==> src/rtl/trap_stall_ctrl.sv <==
// trap_stall_ctrl
//   Pipeline stall arbitration plus trap/mret sequencing for the core.
//   Stall vector is purely combinational; trap entry and mret run through a
//   small registered FSM, and trap info is captured on the accepting edge.
//
// Ports
//   clk_i, n_rst_i            clock, async active-low reset
//   exception_i[6:0]          {mis_load, mis_store, illegal, mis_inst, ebreak, ecall, mret}
//   pc_i, inst_i              PC / instruction word of the excepting instruction
//   if_pc_i                   IF-stage PC, EPC for interrupts
//   stallreq_i                per-stage stall requests (bit 0 = IF)
//   halt_i                    debug halt
//   mstatus_ie_i, irq_en_i, irq_pend_i   global enable, mie, mip
//   mtvec_i, epc_i            trap vector, mret target
//   stall_o                   bit 0 = PC, bit k+1 = stage k pipeline register
//   flush_o, redirect_o, new_pc_o        PC control
//   set_cause_o, set_epc_o, set_mtval_o  CSR write strobes
//   trap_cause_o, ie_type_o, epc_o, mtval_o  CSR write data (held)
//   mstatus_ie_clear_o, mstatus_ie_set_o     MIE strobes
module trap_stall_ctrl #(
    parameter int              XLEN          = 32,
    parameter int              NUM_STAGES    = 5,
    parameter int              NUM_LOCAL_IRQ = 4,
    parameter logic [XLEN-1:0] REBOOT_ADDR   = '0
) (
    input  logic                     clk_i,
    input  logic                     n_rst_i,
    input  logic [6:0]               exception_i,
    input  logic [XLEN-1:0]          pc_i,
    input  logic [XLEN-1:0]          inst_i,
    input  logic [XLEN-1:0]          if_pc_i,
    input  logic [NUM_STAGES-1:0]    stallreq_i,
    input  logic                     halt_i,
    input  logic                     mstatus_ie_i,
    input  logic [16+NUM_LOCAL_IRQ-1:0] irq_en_i,
    input  logic [16+NUM_LOCAL_IRQ-1:0] irq_pend_i,
    input  logic [XLEN-1:0]          mtvec_i,
    input  logic [XLEN-1:0]          epc_i,
    output logic [NUM_STAGES:0]      stall_o,
    output logic                     flush_o,
    output logic                     redirect_o,
    output logic [XLEN-1:0]          new_pc_o,
    output logic                     set_cause_o,
    output logic                     set_epc_o,
    output logic                     set_mtval_o,
    output logic [4:0]               trap_cause_o,
    output logic                     ie_type_o,
    output logic [XLEN-1:0]          epc_o,
    output logic [XLEN-1:0]          mtval_o,
    output logic                     mstatus_ie_clear_o,
    output logic                     mstatus_ie_set_o
);

    localparam int IRQ_W = 16 + NUM_LOCAL_IRQ;

    typedef enum logic [1:0] {ST_RESET, ST_RUN, ST_TRAP, ST_MRET} state_t;

    typedef struct packed {
        logic            ie;
        logic [4:0]      cause;
        logic [XLEN-1:0] epc;
        logic [XLEN-1:0] mtval;
        logic            set_mtval;
    } trap_info_t;

    // ---------------- stall arbitration ----------------
    logic [NUM_STAGES:0] stall_raw;
    logic                stall_busy;

    // The highest requesting stage freezes itself and everything upstream.
    always_comb begin
        stall_raw = '0;
        if (halt_i) begin
            stall_raw = {1'b0, {NUM_STAGES{1'b1}}};
        end else begin
            for (int k = 0; k < NUM_STAGES; k++) begin
                if (stallreq_i[k]) begin
                    for (int j = 0; j <= NUM_STAGES; j++) begin
                        if (j <= k + 1) stall_raw[j] = 1'b1;
                    end
                end
            end
        end
    end

    assign stall_o    = n_rst_i ? stall_raw : '0;
    assign stall_busy = halt_i | (|stallreq_i);

    // ---------------- interrupt priority ----------------
    logic [IRQ_W-1:0] ip;
    logic             irq_vld;
    logic [4:0]       irq_cause;

    assign ip = irq_en_i & irq_pend_i & {IRQ_W{mstatus_ie_i}};

    // Assign from lowest priority upward so later hits override.
    always_comb begin
        irq_vld   = 1'b0;
        irq_cause = '0;
        for (int i = IRQ_W - 1; i >= 16; i--) begin
            if (ip[i]) begin
                irq_vld   = 1'b1;
                irq_cause = 5'(i);
            end
        end
        if (ip[7])  begin irq_vld = 1'b1; irq_cause = 5'd7;  end
        if (ip[3])  begin irq_vld = 1'b1; irq_cause = 5'd3;  end
        if (ip[11]) begin irq_vld = 1'b1; irq_cause = 5'd11; end
    end

    // ---------------- exception priority ----------------
    logic            exc_vld;
    logic [4:0]      exc_cause;
    logic [XLEN-1:0] exc_mtval;
    logic            exc_set_mtval;

    always_comb begin
        exc_vld       = |exception_i[6:1];
        exc_cause     = '0;
        exc_mtval     = '0;
        exc_set_mtval = 1'b0;
        if (exception_i[3]) begin
            exc_cause = 5'd0;  exc_mtval = pc_i;   exc_set_mtval = 1'b1;
        end else if (exception_i[4]) begin
            exc_cause = 5'd2;  exc_mtval = inst_i; exc_set_mtval = 1'b1;
        end else if (exception_i[2]) begin
            exc_cause = 5'd3;  exc_mtval = pc_i;   exc_set_mtval = 1'b1;
        end else if (exception_i[5]) begin
            exc_cause = 5'd6;  exc_mtval = pc_i;   exc_set_mtval = 1'b1;
        end else if (exception_i[6]) begin
            exc_cause = 5'd4;  exc_mtval = pc_i;   exc_set_mtval = 1'b1;
        end else if (exception_i[1]) begin
            exc_cause = 5'd11;
        end
    end

    // Interrupts win over exceptions; mtval is only written for exceptions.
    trap_info_t info_d, info_q;

    always_comb begin
        info_d = '0;
        if (irq_vld) begin
            info_d.ie    = 1'b1;
            info_d.cause = irq_cause;
            info_d.epc   = if_pc_i;
        end else begin
            info_d.cause     = exc_cause;
            info_d.epc       = pc_i;
            info_d.mtval     = exc_mtval;
            info_d.set_mtval = exc_set_mtval;
        end
    end

    // ---------------- FSM ----------------
    state_t state_q, state_d;
    logic   take_trap, take_mret;

    // Events seen while stalled are dropped, not queued: the source must
    // still be asserting when the stall releases.
    assign take_trap = (state_q == ST_RUN) && (irq_vld || exc_vld) && !stall_busy;
    assign take_mret = (state_q == ST_RUN) && exception_i[0] && !stall_busy && !take_trap;

    always_ff @(posedge clk_i or negedge n_rst_i) begin
        if (!n_rst_i) begin
            state_q <= ST_RESET;
            info_q  <= '0;
        end else begin
            state_q <= state_d;
            if (take_trap) info_q <= info_d;
        end
    end

    logic [XLEN-1:0] vec_base;
    assign vec_base = {mtvec_i[XLEN-1:2], 2'b00};

    always_comb begin
        state_d            = state_q;
        flush_o            = 1'b0;
        redirect_o         = 1'b0;
        new_pc_o           = '0;
        set_cause_o        = 1'b0;
        set_epc_o          = 1'b0;
        set_mtval_o        = 1'b0;
        mstatus_ie_clear_o = 1'b0;
        mstatus_ie_set_o   = 1'b0;
        case (state_q)
            ST_RESET: begin
                state_d    = ST_RUN;
                redirect_o = 1'b1;
                new_pc_o   = REBOOT_ADDR;
            end
            ST_RUN: begin
                if (take_trap)      state_d = ST_TRAP;
                else if (take_mret) state_d = ST_MRET;
            end
            ST_TRAP: begin
                state_d            = ST_RUN;
                set_cause_o        = 1'b1;
                set_epc_o          = 1'b1;
                set_mtval_o        = info_q.set_mtval;
                mstatus_ie_clear_o = 1'b1;
                redirect_o         = info_q.ie;
                flush_o            = !info_q.ie;
                new_pc_o           = vec_base;
                if (mtvec_i[0] && info_q.ie)
                    new_pc_o = vec_base + {{(XLEN-7){1'b0}}, info_q.cause, 2'b00};
            end
            ST_MRET: begin
                state_d          = ST_RUN;
                flush_o          = 1'b1;
                new_pc_o         = epc_i;
                mstatus_ie_set_o = 1'b1;
            end
            default: state_d = ST_RESET;
        endcase
    end

    assign trap_cause_o = info_q.cause;
    assign ie_type_o    = info_q.ie;
    assign epc_o        = info_q.epc;
    assign mtval_o      = info_q.mtval;

endmodule

==> config.mk <==
export PLATFORM = sky130hd
export DESIGN_NAME = trap_stall_ctrl
export DESIGN_NICKNAME = d
export VERILOG_FILES = /design/src/rtl/trap_stall_ctrl.sv
export SDC_FILE = /design/constraint.sdc
export NUM_CORES = 1
export LEC_CHECK = 0
export ABC_AREA = 1
export ABC_CLOCK_PERIOD_IN_PS = 2400
export CAP_MARGIN = 20
export CORE_UTILIZATION = 25
export CTS_BUF_LIST = sky130_fd_sc_hd__clkbuf_16
export DETAILED_ROUTE_END_ITERATION = 10
export PLACE_DENSITY = 0.66
export SYNTH_ARGS = -nofsm -noshare
export SYNTH_HDL_FRONTEND = slang
export SYNTH_SLANG_ARGS = --single-unit
==> constraint.sdc <==
create_clock -name clk_i -period 2.4 [get_ports clk_i]
set_input_delay 0.48 -clock clk_i [delete_from_list [all_inputs] [get_ports clk_i]]
set_output_delay 0.48 -clock clk_i [all_outputs]
set_load 0.02 [all_outputs]
==> flow_metrics.tcl, run 1 <==
set metrics [dict create \
    seqPwrFrac_pct 32.0 \
    synth-seq-area-share_pct 30.6 \
    finClkSkew_ns 0.0123 \
    dr_total_vias 7198 \
    maxSlewViolCount 0 \
    synthFlopType "dfrtp_1" \
    place_congestion 0.959 \
    syn-instance-count 972 \
    yosys.area.top_type "dfrtp_1" \
    path_max_fanout 3 \
    setup-tns-final_ns -5.82 \
    yosysWarnings 0 \
    hold_slack_ns 0.233 \
    drtIter0Drc 296 \
    synth_area_leaders "dfrtp_1 (31%), nand2_1 (30%), buf_4 (9.7%)" \
    clkPwrFrac_pct 26.2 \
    ioPinCount 331 \
    post_drt_wl_per_cell_um 14.9 \
    period_share_pct 114 \
    max_freq_mhz 367 \
    drtPass1Iterations 4 \
    async_flop_share_pct 100 \
    drt.antenna.violating_nets 0 \
    setup_viol 28 \
    syn_area_um2 5970 \
    failed_checks "negative setup slack" \
    coreArea_um2 23500 \
    layoutNonFillerInstCount 1597 \
    maxCapViolCount 0 \
    drc 0 \
    nNetsFinal 1494 \
    hold_viol 0 \
    cp.required_ns 1.92 \
    cts_tree "built" \
    portBuffers 303 \
    die_w_um 157 \
    cts_hold_repair.buffers 0 \
    p_int_mw 3.13 \
    multi_input_area_um2 3600 \
    grt_max_degree 69 \
    synth_edf_count 0 \
    yosysUniqueCellTypes 32 \
    syn_to_final_growth_pct 72.4 \
    r2r_slack_ns 0.88 \
    fin_crit_ns 2.73 \
    p_sw_share_pct 35.2 \
    p_leak_nw 5.17 \
    yosysTopAreaCellShare_pct 30.6 \
    ys_ff_latch 73 \
    worstPathArrival_ns 2.25 \
    criticalPathCategory "flop to output pin" \
    grt_util_all_layers_pct 18.9 \
    cp-start-kind "flop" \
    postLayoutSetupSlackWorst_ns -0.326 \
    overflow 0 \
    numClockSinks 73 \
    die_h_um 157 \
    place_inst 1562 \
    nFillCells 2406 \
    grt_pass1_wl_um 35800 \
    root_buffer "clkbuf_16" \
    cts_buffer_depth 2 \
    start_util_pct 25.4 \
    clk_latency_ns 0.34 \
    end_kind "output pin" \
    clk_pin_slew_worst_paths_ns 0.07 \
    utilization_pct 43.8 \
    outcome "finished with violations" \
    die-area_um2 24500 \
    tightest_slew_ns 0.552 \
    combPwrFrac_pct 41.8 \
    antenna_found_initial 3 \
    pre_cts_slack_ns -1.11 \
    vias_per_cell 4.51 \
    cts_made_buffers 9 \
    drive_gt1_share_pct 19.5 \
    area.sequential_um2 1830 \
    peakVddDrop_uv 254 \
    finalWirelength_um 23800 \
    worstReg2RegStart "state_q[1]$_DFFE_PN0P_" \
    syn-num-nets 1194 \
    rows 56 \
    p_per_area_nw_per_um2 470 \
    rsz0062_at_grt "yes" \
    p_sw_mw 1.70 \
    cp-startpoint "trap_cause_o[0]$_DFFE_PN0P_" \
    dp_hpwl_um 17700 \
    hold_path.class "primary input to async pin" \
    relSlewSlack_pct 63.2 \
    synth_area_per_cell_um2 6.14 \
    h-tree-depth 3 \
    grt_pass1_vias 6856 \
]
power by group through the flow:
stage	logic, mW	clock network, mW	registers (mW)
6_report	2.02	1.27	1.55
5_1_grt	2.18	1.38	1.57
4_1_cts	1.94	1.31	1.55
3_5_place_dp	1.87	0	1.56
3_3_place_gp	1.85	0	1.55
2_1_floorplan	1.07	0	1.53
what timing repair did:
item	4_1_cts	5_1_grt
setup endpoints to repair	32	35
setup buffers	9	8
pin swaps	24	41
gates cloned	1	1
resized for setup	248	91
state kept, by name (all words and copies together), names as in the netlist:
signal        cells
epc_o            32
ie_type_o         1
info_q            1
mtval_o          32
state_q           2
trap_cause_o      5
worst max-delay path: stages (launching register included):
cell and delay [ns]:
dfrtp_1 0.42, ha_2 0.23, inv_2 0.05, fa_2 0.37, inv_4 0.09, nand3_4 0.13, nand2_4 0.12, buf_6 0.10
nand4_1 0.07, nand2_1 0.06, inv_1 0.04, nand2_1 0.06, nand2_1 0.06, buf_6 0.13
layer usage:
metal	vias to the layer above	routed length, um	track usage [%]
met5	-	39	0
met4	6	592	7.05
met3	47	2290	6.98
met2	290	11600	33.4
met1	3267	9330	20.4
li1	3588	-	-
stage by stage:
stage	cell area, um2	power (mW)
after floorplan	5980	2.60
after global placement	9350	3.41
after detailed placement	9350	3.42
after CTS	9920	4.79
after global routing	10300	5.14
final	10300	4.84
cell families (layout without fill, tap and decap cells):
kind of cell	count (synthesis)	in the layout	synth area share [%]
xor gates and xnor gates	1	1	0.147
and+or+nand+nor	666	667	46.1
DFF	73	73	30.6
AOI/OAI and AO/OA	53	53	4.86
adders and majority gates	6	6	1.38
buffers and inverters	173	477	16.9
other	0	1	0
cells in the mapped netlist, types with 2 or more instances:
cell type	instances
inv_1	55
buf_2	20
nor3_1	5
clkbuf_1	11
nor2_1	52
nand2_2	3
o211ai_1	2
nand4_1	10
nand3_2	8
nand2_1	480
nand3b_1	4
nand3_1	99
a21oi_1	16
inv_2	3
o21bai_1	3
o21ai_0	28
buf_4	77
ha_1	5
dfrtp_1	73
buf_6	6
worst paths after layout:
| check | endpoint | cells after the start |
|---|---|---|
| min in group clk_i | epc_o[12]$_DFFE_PN0P_ | 2 |
| max in group asynchronous | epc_o[4]$_DFFE_PN0P_ | 3 |
| setup reg to reg | mtval_o[10]$_DFFE_PN0P_ | 8 |
| hold / removal | epc_o[25]$_DFFE_PN0P_ | 2 |
| hold reg to reg | epc_o[12]$_DFFE_PN0P_ | 2 |
| setup / recovery | new_pc_o[26] | 13 |
placed cells by master, fill, tap and decap left out, types with 10 or more instances in the layout:
master / netlist / layout
buf_4: 77 / 86
buf_6: 6 / 36
clkdlybuf4s50_1: 0 / 244
dfrtp_1: 73 / 72
dlygate4sd2_1: 0 / 14
dlymetal6s2s_1: 0 / 14
inv_1: 55 / 52
nand2_1: 480 / 455
nand2_2: 3 / 20
nand3_1: 99 / 87
nand3_2: 8 / 16
nand4_1: 10 / 10
nor2_1: 52 / 35
nor2_4: 1 / 10
o21ai_0: 28 / 12
o21ai_1: 0 / 10
cell type report:
class,instances,share of cell area (%)
clock inverter,7,0.450
multi-input combinational,727,35.0
clock buffer,9,2.19
antenna,1,0.0243
sequential,73,17.8
timing repair buffer,402,38.4
tap,319,3.88
inverter,59,2.31
No activity file was read; power rests on OpenSTA's default activity.
==> inputs of run 2 (changes only) <==
--- a/config.mk
+++ b/config.mk
@@ -7,7 +7,7 @@
 export LEC_CHECK = 0
 export ABC_AREA = 1
 export ABC_CLOCK_PERIOD_IN_PS = 2400
-export CAP_MARGIN = 20
+export CAP_MARGIN = 10
 export CORE_UTILIZATION = 25
 export CTS_BUF_LIST = sky130_fd_sc_hd__clkbuf_16
 export DETAILED_ROUTE_END_ITERATION = 10
==> results of run 2 <==
The final DEF is identical to that of run 1; final timing and power are the same.
==> inputs of run 3 (changes only) <==
--- a/config.mk
+++ b/config.mk
@@ -6,11 +6,12 @@
 export NUM_CORES = 1
 export LEC_CHECK = 0
 export ABC_AREA = 1
-export ABC_CLOCK_PERIOD_IN_PS = 2400
+export ABC_CLOCK_PERIOD_IN_PS = 3100
 export CAP_MARGIN = 10
 export CORE_UTILIZATION = 25
 export CTS_BUF_LIST = sky130_fd_sc_hd__clkbuf_16
 export DETAILED_ROUTE_END_ITERATION = 10
+export MAX_ROUTING_LAYER = met4
 export PLACE_DENSITY = 0.66
 export SYNTH_ARGS = -nofsm -noshare
 export SYNTH_HDL_FRONTEND = slang
==> constraint.sdc (replaced) <==
create_clock -name clk_i -period 3.1 [get_ports clk_i]
set_input_delay 0.62 -clock clk_i [delete_from_list [all_inputs] [get_ports clk_i]]
set_output_delay 0.62 -clock clk_i [all_outputs]
set_load 0.02 [all_outputs]
==> run 3 against run 2 <==
Net effect:
- the flow now finishes without violations
- wire length decreased by 5.6%
- flip-flop and latch count unchanged
- highest routed layer is now met4
- critical endpoint is now new_pc_o[3]
- sequential power decreased by 23%
- final cell count decreased by 1.3%
- die area unchanged
- total power decreased by 22%
==> flow_metrics.tcl, run 3 (synthesis gave the netlist of run 1 again) <==
set metrics [dict create \
    peakVddDrop_uv 308 \
    antenna_found_initial 2 \
    syn_to_final_growth_pct 60.8 \
    start_util_pct 25.4 \
    place_inst 1555 \
    cts_made_buffers 9 \
    grt_pass1_wl_um 34500 \
    top_usage_layer "met2" \
    h-tree-depth 3 \
    fin_crit_ns 3.02 \
    layoutNonFillerInstCount 1576 \
    hold_viol 0 \
    relSlewSlack_pct 48.9 \
    nNetsFinal 1471 \
    dr_total_vias 6987 \
    p_int_mw 2.52 \
    grtUsageMet2_pct 31.5 \
    cp-start-kind "primary input" \
    nFillCells 2499 \
    layout_common_cells "nand2_1 (476), clkdlybuf4s50_1 (265), nand3_1 (95), buf_4 (75), dfrtp_1 (73)" \
    path_max_fanout 6 \
    combPwrFrac_pct 37.4 \
    finalWirelength_um 22500 \
    grt_pass1_vias 6669 \
    cts_buffer_depth 2 \
    p_sw_mw 1.25 \
    cts_tree "built" \
    place_congestion 0.917 \
    die-area_um2 24500 \
    clk_pin_slew_worst_paths_ns 0.06 \
    setup_viol 0 \
    p_leak_nw 4.83 \
    clk_latency_ns 0.34 \
    use_met1_pct 21.8 \
    rows 56 \
    drive_gt1_share_pct 12.7 \
    coreArea_um2 23500 \
    p_sw_share_pct 33.2 \
    overflow 0 \
    rr_worst_depth 8 \
    r2r-end "mtval_o[10]$_DFFE_PN0P_" \
    drtPass1Iterations 4 \
    drc 0 \
    portBuffers 303 \
    ioPinCount 331 \
    max_freq_mhz 331 \
    clkPwrFrac_pct 30.9 \
    die_h_um 157 \
    drtIter0Drc 315 \
    numClockSinks 73 \
    tightest_slew_ns 0.767 \
    end_kind "output pin" \
    die_w_um 157 \
    seqPwrFrac_pct 31.7 \
    grt_util_all_layers_pct 18.8 \
    maxCapViolCount 0 \
    maxSlewViolCount 0 \
    pre_cts_slack_ns -0.718 \
    final_common_cell "nand2_1" \
    worstPathArrival_ns 2.40 \
    use_met3_pct 4.93 \
    hold_path.class "primary input to async pin" \
    dp_hpwl_um 17200 \
    postLayoutSetupSlackWorst_ns 0.0757 \
    finClkSkew_ns 0.00954 \
    drt.antenna.violating_nets 0 \
    root_buffer "clkbuf_16" \
    r2r_slack_ns 1.35 \
    p_per_area_nw_per_um2 393 \
    period_share_pct 97.6 \
    vias_per_cell 4.43 \
    post_drt_wl_per_cell_um 14.3 \
    rsz0062_at_grt "no" \
    grt_max_degree 102 \
    criticalPathCategory "primary input to output pin" \
    worstReg2RegStart "state_q[1]$_DFFE_PN0P_" \
    cp.required_ns 2.48 \
    outcome "completed" \
]
run 3: cell types whose count changed in the layout (fill, tap and decap cells not counted), moves of 9 or more:
cell	before	now
a21oi_1	7	16
buf_2	0	9
buf_4	86	75
buf_6	36	0
clkbuf_2	0	12
clkdlybuf4s50_1	244	265
dlymetal6s2s_1	14	4
nand2_1	455	476
nand2_2	20	7
nor2_1	35	46
o21ai_0	12	26
run 3: power by group through the flow:
stage	clock, mW	sequential [mW]	combinational [mW]
floorplan	0	1.19	0.825
global placement	0	1.21	1.40
detailed placement	0	1.21	1.41
CTS	1.20	1.20	1.42
global route	1.23	1.22	1.54
finish	1.17	1.20	1.41
run 3: worst max-delay path: stages:
cell             delay (ns)
clkdlybuf4s50_1        0.44
nand2_1                0.12
buf_4                  0.15
clkinv_1               0.09
buf_4                  0.17
nand2_1                0.05
a32o_1                 0.15
clkdlybuf4s50_1        0.60
run 3: per-stage QoR:
stage / TNS, ns / hold slack [ns] / util, % / area [um2] / total power [mW]
6_report: 0 / 0.0996 / 40.9 / 9600 / 3.77
3_5_place_dp: -14.12 / 0.452 / 39.4 / 9240 / 2.61
5_1_grt: 0 / 0.0866 / 40.9 / 9600 / 3.99
3_3_place_gp: -13.59 / 0.453 / 39.4 / 9240 / 2.60
2_1_floorplan: 0 / 0.324 / - / 5970 / 2.01
4_1_cts: -0.131 / 0.0845 / 40.9 / 9610 / 3.82
run 3: routing by layer:
metal / up-vias / share of wire (%)
met5: - / 0
met4: 0 / 2.2
met3: 28 / 8.6
met2: 284 / 47
met1: 3140 / 42
li1: 3535 / -
run 3: layout make-up:
type | instances | area, um2 | share of cell area, %
clock buffer | 9 | 225 | 2.35
antenna | 3 | 7.51 | 0.0782
tap | 319 | 399 | 4.16
inverter | 59 | 221 | 2.31
multi-input combinational | 727 | 3280 | 34.1
sequential | 73 | 1830 | 19.0
clock inverter | 7 | 103 | 1.07
timing repair buffer | 379 | 3540 | 36.9
run 3: worst max-delay path by stage:
stage | slack (ns) | start | cells after the start | end
4_1_cts | -0.07 | mtvec_i[10] | 13 | new_pc_o[24]
6_report | 0.08 | mtvec_i[0] | 8 | new_pc_o[3]
2_1_floorplan | 0.25 | mtvec_i[2] | 10 | new_pc_o[22]
3_5_place_dp | -0.72 | mtvec_i[2] | 12 | new_pc_o[26]
3_3_place_gp | -0.70 | mtvec_i[2] | 12 | new_pc_o[26]
5_1_grt | 0.004 | mtvec_i[2] | 13 | new_pc_o[22]
run 3: timing repair:
item | 4_1_cts | 5_1_grt
cloned | 1 | 0
setup endpoints to repair | 30 | 19
hold buffers | 0 | 0
gates resized for setup | 92 | 40
pin swaps | 5 | 2
buffers inserted | 1 | 0
